--- config.mk ---
export PLATFORM = sky130hd
export DESIGN_NAME = mux_scan
export DESIGN_NICKNAME = d
export VERILOG_FILES = /design/src/rtl/mux_scan.sv
export SDC_FILE = /design/constraint.sdc
export NUM_CORES = 1
export LEC_CHECK = 0
export CAP_MARGIN = 10
export CORE_MARGIN = 2
export CORE_UTILIZATION = 41
export CTS_BUF_LIST = sky130_fd_sc_hd__clkbuf_4
export DETAILED_ROUTE_END_ITERATION = 16
export PLACE_DENSITY = 0.92
export SYNTH_ARGS = -nofsm -noshare
export SYNTH_HDL_FRONTEND = slang
export SYNTH_SLANG_ARGS = --single-unit
export TNS_END_PERCENT = 100
--- constraint.sdc ---
create_clock -name clk -period 3.2 [get_ports clk]
set_input_delay 0.32 -clock clk [delete_from_list [all_inputs] [get_ports clk]]
set_output_delay 0.32 -clock clk [all_outputs]
set_load 0.01 [all_outputs]
--- src/rtl/mux_scan.sv ---
// mux_scan: N-channel, W-bit multiplexer with a registered output.
// In manual mode the channel follows sl. In scan mode an internal pointer
// steps round-robin through every channel and holds each one for DWELL cycles.
// The ch output tags every out value with its source channel. The wrap output
// marks the first channel-0 sample after the pointer rolls over from N-1.
module mux_scan #(
    parameter int W     = 8,
    parameter int N     = 4,
    parameter int SW    = 2,
    parameter int DWELL = 4
) (
    input  logic            clk,
    input  logic            rst,
    input  logic [N*W-1:0]  din,
    input  logic [SW-1:0]   sl,
    input  logic            mode,
    input  logic            hold,
    output logic [W-1:0]    out,
    output logic [SW-1:0]   ch,
    output logic            vld,
    output logic            wrap
);

    localparam int CW = (DWELL > 1) ? $clog2(DWELL) : 1;
    localparam logic [CW-1:0] CNT_LAST = CW'(DWELL - 1);
    localparam logic [SW-1:0] SEL_LAST = SW'(N - 1);

    localparam logic [0:0] MAN  = 1'b0;
    localparam logic [0:0] SCAN = 1'b1;

    logic [0:0]    state_q, state_d;
    logic [SW-1:0] sel_q, sel_d;
    logic [CW-1:0] cnt_q, cnt_d;
    logic          wrapPend_q, wrapPend_d;
    logic          wrap_d;

    logic [W-1:0]  out_q;
    logic [SW-1:0] ch_q;
    logic          vld_q;
    logic          wrap_q;

    logic [SW-1:0] chSel;
    logic          chLegal;
    logic [W-1:0]  chData;

    // Pick the active channel and fetch its data. Codes at or above N are illegal.
    always_comb begin
        chSel   = (state_q == SCAN) ? sel_q : sl;
        chLegal = (int'(chSel) < N);
        chData  = '0;
        for (int k = 0; k < N; k++) begin
            if (chSel == SW'(k)) begin
                chData = din[k*W +: W];
            end
        end
    end

    // Mode transitions, dwell counting and pointer advance.
    // wrapPend marks a rollover one cycle early, so wrap lines up with channel 0 on out.
    always_comb begin
        state_d    = state_q;
        sel_d      = sel_q;
        cnt_d      = cnt_q;
        wrapPend_d = 1'b0;
        wrap_d     = wrapPend_q && !(mode && hold);
        if (state_q == MAN) begin
            if (mode) begin
                state_d = SCAN;
                sel_d   = '0;
                cnt_d   = '0;
            end
        end else begin
            if (!mode) begin
                state_d = MAN;
                cnt_d   = '0;
            end else if (!hold) begin
                if (cnt_q == CNT_LAST) begin
                    cnt_d = '0;
                    if (sel_q == SEL_LAST) begin
                        sel_d      = '0;
                        wrapPend_d = 1'b1;
                    end else begin
                        sel_d = sel_q + 1'b1;
                    end
                end else begin
                    cnt_d = cnt_q + 1'b1;
                end
            end
        end
    end

    // Scan control registers, cleared by synchronous reset.
    always_ff @(posedge clk) begin
        if (rst) begin
            state_q    <= MAN;
            sel_q      <= '0;
            cnt_q      <= '0;
            wrapPend_q <= 1'b0;
        end else begin
            state_q    <= state_d;
            sel_q      <= sel_d;
            cnt_q      <= cnt_d;
            wrapPend_q <= wrapPend_d;
        end
    end

    // Output register. An illegal select keeps the last out/ch and only drops vld.
    always_ff @(posedge clk) begin
        if (rst) begin
            out_q  <= '0;
            ch_q   <= '0;
            vld_q  <= 1'b0;
            wrap_q <= 1'b0;
        end else begin
            if (chLegal) begin
                out_q <= chData;
                ch_q  <= chSel;
                vld_q <= 1'b1;
            end else begin
                vld_q <= 1'b0;
            end
            wrap_q <= wrap_d;
        end
    end

    assign out  = out_q;
    assign ch   = ch_q;
    assign vld  = vld_q;
    assign wrap = wrap_q;

endmodule

* After elaboration in Yosys (flattened, before gate mapping)
Cells that the tools add are included.
Operators by class: reduce and logical (&&, ||, !) cells 8, multiplexer cells 18, $add $sub $neg 2, eq/ne operators 8, bitwise logic cells 3
Operators by type and width (number):
- $mux 8 | 4
- $mux 2 | 11
- $eq 2x2->1 const B | 4
- $reduce_or 5->1 | 1
- $add 2x1->2 const B | 2
- $mux 1 | 3
- $ne 3x3->1 const B | 1
- $not 1->1 | 3
- $reduce_and 3->1 | 1
- $eq 2x1->1 const B | 1
- $logic_and 1x1->1 | 2
- $logic_not 2->1 | 1
- $ne 2x1->1 const B | 1
- $ne 2x2->1 const B | 1
- $reduce_and 2->1 | 1
- $reduce_bool 2->1 | 1
- $logic_not 1->1 | 1
Storage, ports and cells: flip-flop bits (word level) 18

* Longest topological paths before layout
Gate-level depths: netlist (run 1).
depth in word-level cells 6, gate-level depth with buffers 5, gate-level depth less buffers 5

* Worst setup path before layout (run 1)
Ideal clock, no wire load.
path kind flip-flop to flip-flop, start point register state_q, end point register sel_q[0], arrival 1228 ps, cell stages (with the launch flop) 5, required time 3129 ps, slack 1902 ps, setup time 71 ps, path through dfxtp_1 > buf_6 > nand2_2 > or4b_1 > a21oi_1
On the way: word-level cells in the longest chain between the ends 2, elaborated cells on any way between the ends 4
Ends and longest elaborated chain:
- start: declaration | line 31 | logic [0:0] state_q, state_d;
- start signal: assignment | line 100 | state_q <= state_d;
- $ne 2x1->1 (no source line) / $ne 2x2->1 (equally long branches)
- $reduce_and 3->1 (no source line)
- end signal: assignment | line 101 | sel_q <= sel_d;
- end: declaration | line 32 | logic [SW-1:0] sel_q, sel_d;
Parallel ways exist; a longest one is shown, timed or not. A chain may end at the register's enable or synchronous reset.

* Final worst setup path (run 1)
start point register state_q, end point register out_q[5] (netlist: out[5])
On the way: word-level cells in the longest chain between the ends 6, elaborated cells on any way between the ends 9
Ends and longest elaborated chain:
- $mux 2 (*) | line 48 | chSel = (state_q == SCAN) ? sel_q : sl;
- $logic_not 2->1 | line 52 | if (chSel == SW'(k)) begin
- $mux 8 (3 in a row) | line 52
- $mux 8 (*) | line 52
- end signal: assignment | line 116 | out_q <= chData;
- end: declaration | line 37 | logic [W-1:0] out_q;
Every way passes the cells marked *; elsewhere a longest branch is shown, timed or not.

==> results of run 1 <==
[metrics by stage]
stage | setup WS, ns | area, um^2
3_5_place_dp | 1.05 | 1340
4_1_cts | 1.29 | 1360
6_report | 1.29 | 1360
2_1_floorplan | 1.90 | 827
5_1_grt | 1.09 | 1360
3_3_place_gp | 1.28 | 1340
[per-layer routing]
metal / wire (um) / GRT usage
met2: 1210 / 0.388
met3: 200 / 0.0583
met1: 1060 / 0.273
met5: 0 / 0
met4: 34 / 0.0857
[power groups by stage]
stage | Combinational, W | Clock, W | Sequential [W]
2_1_floorplan | 0.0000354 | 0 | 0.000250
3_3_place_gp | 0.000112 | 0 | 0.000245
3_5_place_dp | 0.000116 | 0 | 0.000246
4_1_cts | 0.000117 | 0.000120 | 0.000241
5_1_grt | 0.000125 | 0.000133 | 0.000242
6_report | 0.000116 | 0.000120 | 0.000241
[area by class of cell]
| type | count | area, um^2 |
|---|---|---|
| multi-input cells | 70 | 440 |
| repair buffers | 49 | 490 |
| inverters | 3 | 11.3 |
| flip-flops and latches | 18 | 360 |
| clock inverters | 1 | 3.75 |
| well taps | 27 | 33.8 |
| clock buffers | 3 | 22.5 |
| fillers | 149 | 559 |
[worst paths after layout]
| check | start | slack [ns] | to | cells past startpoint |
|---|---|---|---|---|
| worst max-delay path | state_q$_SDFF_PP0_ | 1.29 | out[5]$_SDFF_PP0_ | 4 |
| worst min-delay path | wrapPend_q$_SDFF_PP0_ | 0.51 | wrap$_SDFF_PP0_ | 1 |
| worst max register to register | state_q$_SDFF_PP0_ | 1.29 | out[5]$_SDFF_PP0_ | 4 |
| worst min register to register | wrapPend_q$_SDFF_PP0_ | 0.51 | wrap$_SDFF_PP0_ | 1 |
[synth_stat cells, types with 3 or more instances]
cell type,count,share of area
o21ai_0,10,0.061
inv_1,3,0.014
nor2_1,14,0.064
a21oi_1,3,0.018
a22oi_1,7,0.064
a211oi_1,6,0.054
nand2_1,4,0.018
dfxtp_1,18,0.44
nor2b_1,3,0.023
[kinds of logic after synthesis]
| group | Yosys count |
|---|---|
| AOI/OAI and AO/OA | 34 |
| buffers and inverters | 5 |
| and+or+nand+nor | 33 |
| adders and majority gates | 2 |
| DFF | 18 |
| muxes | 1 |
[registers in the layout, indices dropped and copies added, names as in the netlist]
name and flops:
wrapPend_q 1, sel_q 2, out 8, ch 2, vld 1, wrap 1, cnt_q 2, state_q 1
==> summary.txt, run 1 <==
Die
  • I/O pin total: 50
  • Die area: approximately 2400 um^2
  • Die X: around 49 um
  • Site row count: 16
  • Starting Density: 0.430
  • Die Ht: roughly 49 um
  • Placeable Area: about 1900 um^2

Setup path
  • Slowest cell delay on critical path: between 0.6 and 0.7 ns
  • Arrival @ worst endpoint: between 2 and 2.5 ns
  • Slowest CP cell: dfxtp_1
  • CP endpoint kind: flip-flop
  • Critical-path cell list: nor2b_1 -> a32oi_1 -> nor2_1 -> a211oi_1
  • Critical Path RT: around 3.4 ns
  • Buf/Inv on CP: 0
  • CP max FO: 15
  • Crit Path Category: flip-flop to flip-flop
  • CP startpoint kind: flip-flop
  • CP delay by family, top: compound AO/OA/AOI/OAI gates

Logic synthesis
  • Largest family of logic cells by synthesized area: compound AO/OA/AOI/OAI gates
  • Synth Area in XOR/XNOR: 0
  • Mean Syn Cell Area: slightly below 9 um^2
  • Post-synthesis mux area share: 0.0136
  • Ys Warns: 0
  • Ys flop type: dfxtp_1
  • Syn nets: between 100 and 150
  • Seq cells post-synth: 18
  • Mapped cell area: 827 um^2
  • Number of flops mapped to enable cells by yosys: 0
  • Sequential share of the synthesized area: 0.436
  • Simple-Gate Fraction of Synth Area: 0.198
  • Synth Area in Adders: 0.0303
  • Async SR Flop Fraction: 0
  • Compound-gate portion of the synthesized area: 0.290
  • Synthesized instance count: a little over 90
  • Synth unique cells: 29

Power and ir drop
  • Gate power share: 0.244
  • Peak supply drop: approximately 260 uV
  • Static Leak: approximately 0.50 nW
  • Sw Share: 0.258
  • PwrDens: ~350 nW/um^2
  • Total power: 0.000477 W
  • Cell-internal power: between 0.0003 and 0.0004 W
  • Clock share of power: 0.251
  • Seq pwr share: 0.505
  • P_sw: approximately 0.00012 W

Clocking
  • Htree depth: 1
  • CTS tree: yes
  • Post_cts resized: 0
  • Clock-pin slew on the worst setup and hold paths: about 0.11 ns
  • Clock tree buffer depth: 2
  • Post CTS Setup Buffer Count: 0
  • Num CTS Buffers: 3
  • Worst-skew pair later-pin latency: ~0.30 ns
  • Post-CTS Hold Fix Bufs: 0
  • CTS Root Cell: clkbuf_4
  • Clk sinks: 18

Drt
  • Initial DRC count: 33
  • WL/cell: ~15 um
  • Final WL: roughly 2.5 mm
  • DRC violations left: 0
  • Router iterations before antenna repair: 4
  • Routed Antenna Nets: 0
  • Vias: 920
  • Average vias per placed instance: 5.38

Timing
  • Worst-margin pin slew: between 0.7 and 0.8 ns
  • Min Hold Slack: 0.509 ns
  • Unrepaired setup endpoints after global routing: no
  • FMAX: 0.525 GHz
  • Final period utilization: 0.596
  • Endpoints failing setup: 0
  • Relative slew slack: 0.480
  • Fin crit period: 1.91 ns
  • Fin Setup TNS: 0 ns
  • Fin. max-slew vios: 0
  • Layout Skew: 0.00551 ns
  • Final Hold Viols: 0

Cells and area
  • Net count, final: around 190
  • Antenna cells: 0
  • Core Util, Final: 0.709
  • Non-Filler Instances: about 170
  • Commonest non-fill, non-tap cell in the layout: clkdlybuf4s50_1
  • Share of post-route cells with drive strength above 1: 0.0486
  • Commonest non-fill, non-tap cells in the layout: 49 x clkdlybuf4s50_1, 18 x dfxtp_1, 14 x nor2_1, 10 x o21ai_0, 7 x a22oi_1
  • Layout area overhead: 64.8%

Global route
  • Largest net degree at the start of global routing: 16
  • Vias in the first global route: between 800 and 900
  • Initial antenna violation count: 0
  • Global-route wire length before repair: 4.15 mm
  • GRT Util Overall: 0.227
  • GRT Residual Overflow: 0

Placement
  • DP HPWL: 1.96 mm
  • Port Buffer Count: between 40 and 50
  • Inst Count DP: between 150 and 200
  • Gpl congestion: 0.701

Outcome
  • Status: finished, final reports clean

Min path
  • Hold Path Class: flip-flop to flip-flop

Flow run
  • Maxcap violations: 0
No activity file was read; power rests on OpenSTA's default activity.
==> run 2, diff against run 1 <==
CORE_ASPECT_RATIO = 1.75   (was default)
CORE_UTILIZATION = 34   (was 41)
PLACE_DENSITY = 0.82   (was 0.92)
clock period = 1.6 ns   (was 3.2 ns; I/O delays follow)
==> run 2 against run 1 <==
Die area is 19% higher. Total power is 100% higher. Combinational power is 120% higher. Wire length is 7.3% higher. Maximum frequency is 32% higher. Final cell count is 2.9% higher. Sequential cell count stayed put. Count of clock-buffer cells in the layout stayed put. Critical path type unchanged. Critical endpoint is now sel_q[0]$_SDFFE_PP0P_. Largest power group unchanged.
==> summary.txt, run 2 (synthesis gave the netlist of run 1 again) <==
Outcome
  • Status: finished, final reports clean

Setup path
  • CP startpoint kind: flip-flop
  • Arrival @ worst endpoint: 1.68 ns
  • Worst r2r src: cnt_q[0]$_SDFFE_PP0P_
  • R2R depth: 4
  • R2r setup slk: between 0.15 and 0.2 ns
  • Crit Path Category: flip-flop to flip-flop
  • CP max FO: 3
  • Slowest CP cell: or4b_1
  • CP endpoint kind: flip-flop
  • Slowest cell delay on critical path: about 0.46 ns
  • Critical Path RT: around 1.8 ns
  • Critical-path cell list: ha_1 -> nor2b_1 -> or4b_1 -> a21oi_1
  • Capturing point of the worst reg2reg path: sel_q[0]$_SDFFE_PP0P_

Drt
  • DR WL met2: around 1.4 mm
  • Vias: slightly below 1000
  • Routed Antenna Nets: 0
  • WL/cell: between 15 and 20 um
  • Router iterations before antenna repair: 4
  • Top Metal Used: met4
  • Post-Route M1 WL: slightly below 1 mm
  • Initial DRC count: 13
  • DRC violations left: 0
  • Met3 routed WL: between 200 and 300 um
  • Final WL: around 2.7 mm
  • Average vias per placed instance: 5.51

Die
  • Starting Density: 0.359
  • Die area: approximately 2900 um^2
  • Die Ht: about 70 um
  • Placeable Area: between 2000 and 2500 um^2
  • Die X: between 40 and 50 um
  • I/O pin total: 50
  • Site row count: 23

Timing
  • Final period utilization: 0.900
  • Unrepaired setup endpoints after global routing: no
  • FMAX: between 0.6 and 0.7 GHz
  • Worst-margin pin slew: 0.335 ns
  • Final Hold Viols: 0
  • Fin crit period: 1.44 ns
  • Fin Setup TNS: 0 ns
  • Layout Skew: 0.00490 ns
  • Endpoints failing setup: 0
  • Relative slew slack: 0.776
  • Min Hold Slack: around 0.46 ns
  • Final WS setup: 0.160 ns
  • Fin. max-slew vios: 0

Cells and area
  • Final instance area: 1410 um^2
  • Net count, final: 192
  • Footprint of the multi-input gates: around 440 um^2
  • FILL cells: roughly 200
  • Layout area overhead: 70.8%
  • Number of flip-flops in the largest register: 8
  • Non-Filler Instances: around 180
  • FF/Latch Area: ~360 um^2
  • Commonest non-fill, non-tap cell in the layout: clkdlybuf4s50_1
  • Share of post-route cells with drive strength above 1: 0.0927
  • Commonest non-fill, non-tap cells in the layout: 49 x clkdlybuf4s50_1, 18 x dfxtp_1, 14 x nor2_1, 10 x o21ai_0
  • Antenna cells: 0

Placement
  • DP HPWL: about 2.2 mm
  • Pre-CTS setup slack: -0.00111 ns
  • Port Buffer Count: 49
  • Area after DPL: 1390 um^2
  • Gpl congestion: 0.679
  • Inst Count DP: roughly 170

Clocking
  • Num CTS Buffers: 3
  • Clock tree buffer depth: 2
  • Htree depth: 1
  • Worst-skew pair later-pin latency: approximately 0.30 ns
  • Post-CTS Hold Fix Bufs: 0
  • Clk sinks: 18
  • Post CTS Setup Buffer Count: 0
  • Clock-pin slew on the worst setup and hold paths: approximately 0.11 ns
  • Post_cts resized: 0
  • CTS tree: yes
  • CTS Root Cell: clkbuf_4

Power and ir drop
  • PwrDens: just under 700 nW/um^2
  • Static Leak: 0.538 nW
  • Peak supply drop: approximately 630 uV

Global route
  • Initial antenna violation count: 0
  • Vias in the first global route: 963
  • GRT Util Overall: 0.194
  • GRT Residual Overflow: 0
  • Global-route wire length before repair: around 4 mm
  • Largest net degree at the start of global routing: 11

Min path
  • Hold path startpoint: din[29]
  • WHS Endpoint: out[5]$_SDFF_PP0_
  • Worst Hold Depth: 3
  • Hold Path Class: input port to flip-flop

Flow run
  • Maxcap violations: 0
-- run 2: power by group --
part	internal (W)	switching (W)	leakage, nW	total (W)
registers	0.000471	0.00000714	0.148	0.000478
clock network	0.0000908	0.000148	0.0154	0.000239
logic	0.000158	0.0000937	0.374	0.000252
total	0.000719	0.000249	0.538	0.000969
-- run 2: worst max-delay path, delay by kind of cell (launching register included) --
kind / cells / cell delay [ns]
flops: 1 / 0.37
fa+ha+maj: 1 / 0.20
simple gates: 2 / 0.67
compound gates: 1 / 0.15
-- run 2: metal layers --
metal  vias up  GRT usage
li1        464          -
met1       455      0.189
met2        46      0.339
met3         4     0.0449
met4         0     0.0968
met5         -          0
-- run 2: how the worst max path moves through the flow --
| stage | slack (ns) | cells after the start | end | start |
|---|---|---|---|---|
| 5_1_grt | 0.03 | 4 | sel_q[0]$_SDFFE_PP0P_ | cnt_q[0]$_SDFFE_PP0P_ |
| 4_1_cts | 0.16 | 4 | sel_q[0]$_SDFFE_PP0P_ | cnt_q[0]$_SDFFE_PP0P_ |
| 2_1_floorplan | 0.30 | 4 | sel_q[0]$_SDFFE_PP0P_ | state_q$_SDFF_PP0_ |
| 6_report | 0.16 | 4 | sel_q[0]$_SDFFE_PP0P_ | cnt_q[0]$_SDFFE_PP0P_ |
| 3_5_place_dp | -0.001 | 5 | out[3]$_SDFF_PP0_ | sl[0] |
| 3_3_place_gp | 0.07 | 5 | out[0]$_SDFF_PP0_ | sl[0] |
-- run 2: final cells by class --
cell class / count / area share
Timing Repair Buffer: 56 / 0.384
Tap cell: 25 / 0.0221
Clock inverter: 1 / 0.00266
Multi-Input combinational cell: 70 / 0.312
Inverter: 3 / 0.00797
Sequential cell: 18 / 0.255
Clock buffer: 3 / 0.0159
-- run 2: per-stage QoR --
step	utilization	power, W
finish	0.614	0.000969
global route	0.614	0.00101
CTS	0.614	0.000973
detailed placement	0.602	0.000740
global placement	0.602	0.000732
floorplan	-	0.000570
==> run 3, diff against run 2 <==
GPL_ROUTABILITY_DRIVEN = 0   (was default)
==> results of run 3 <==
No change in the layout: final DEF, timing and power equal those of run 2.
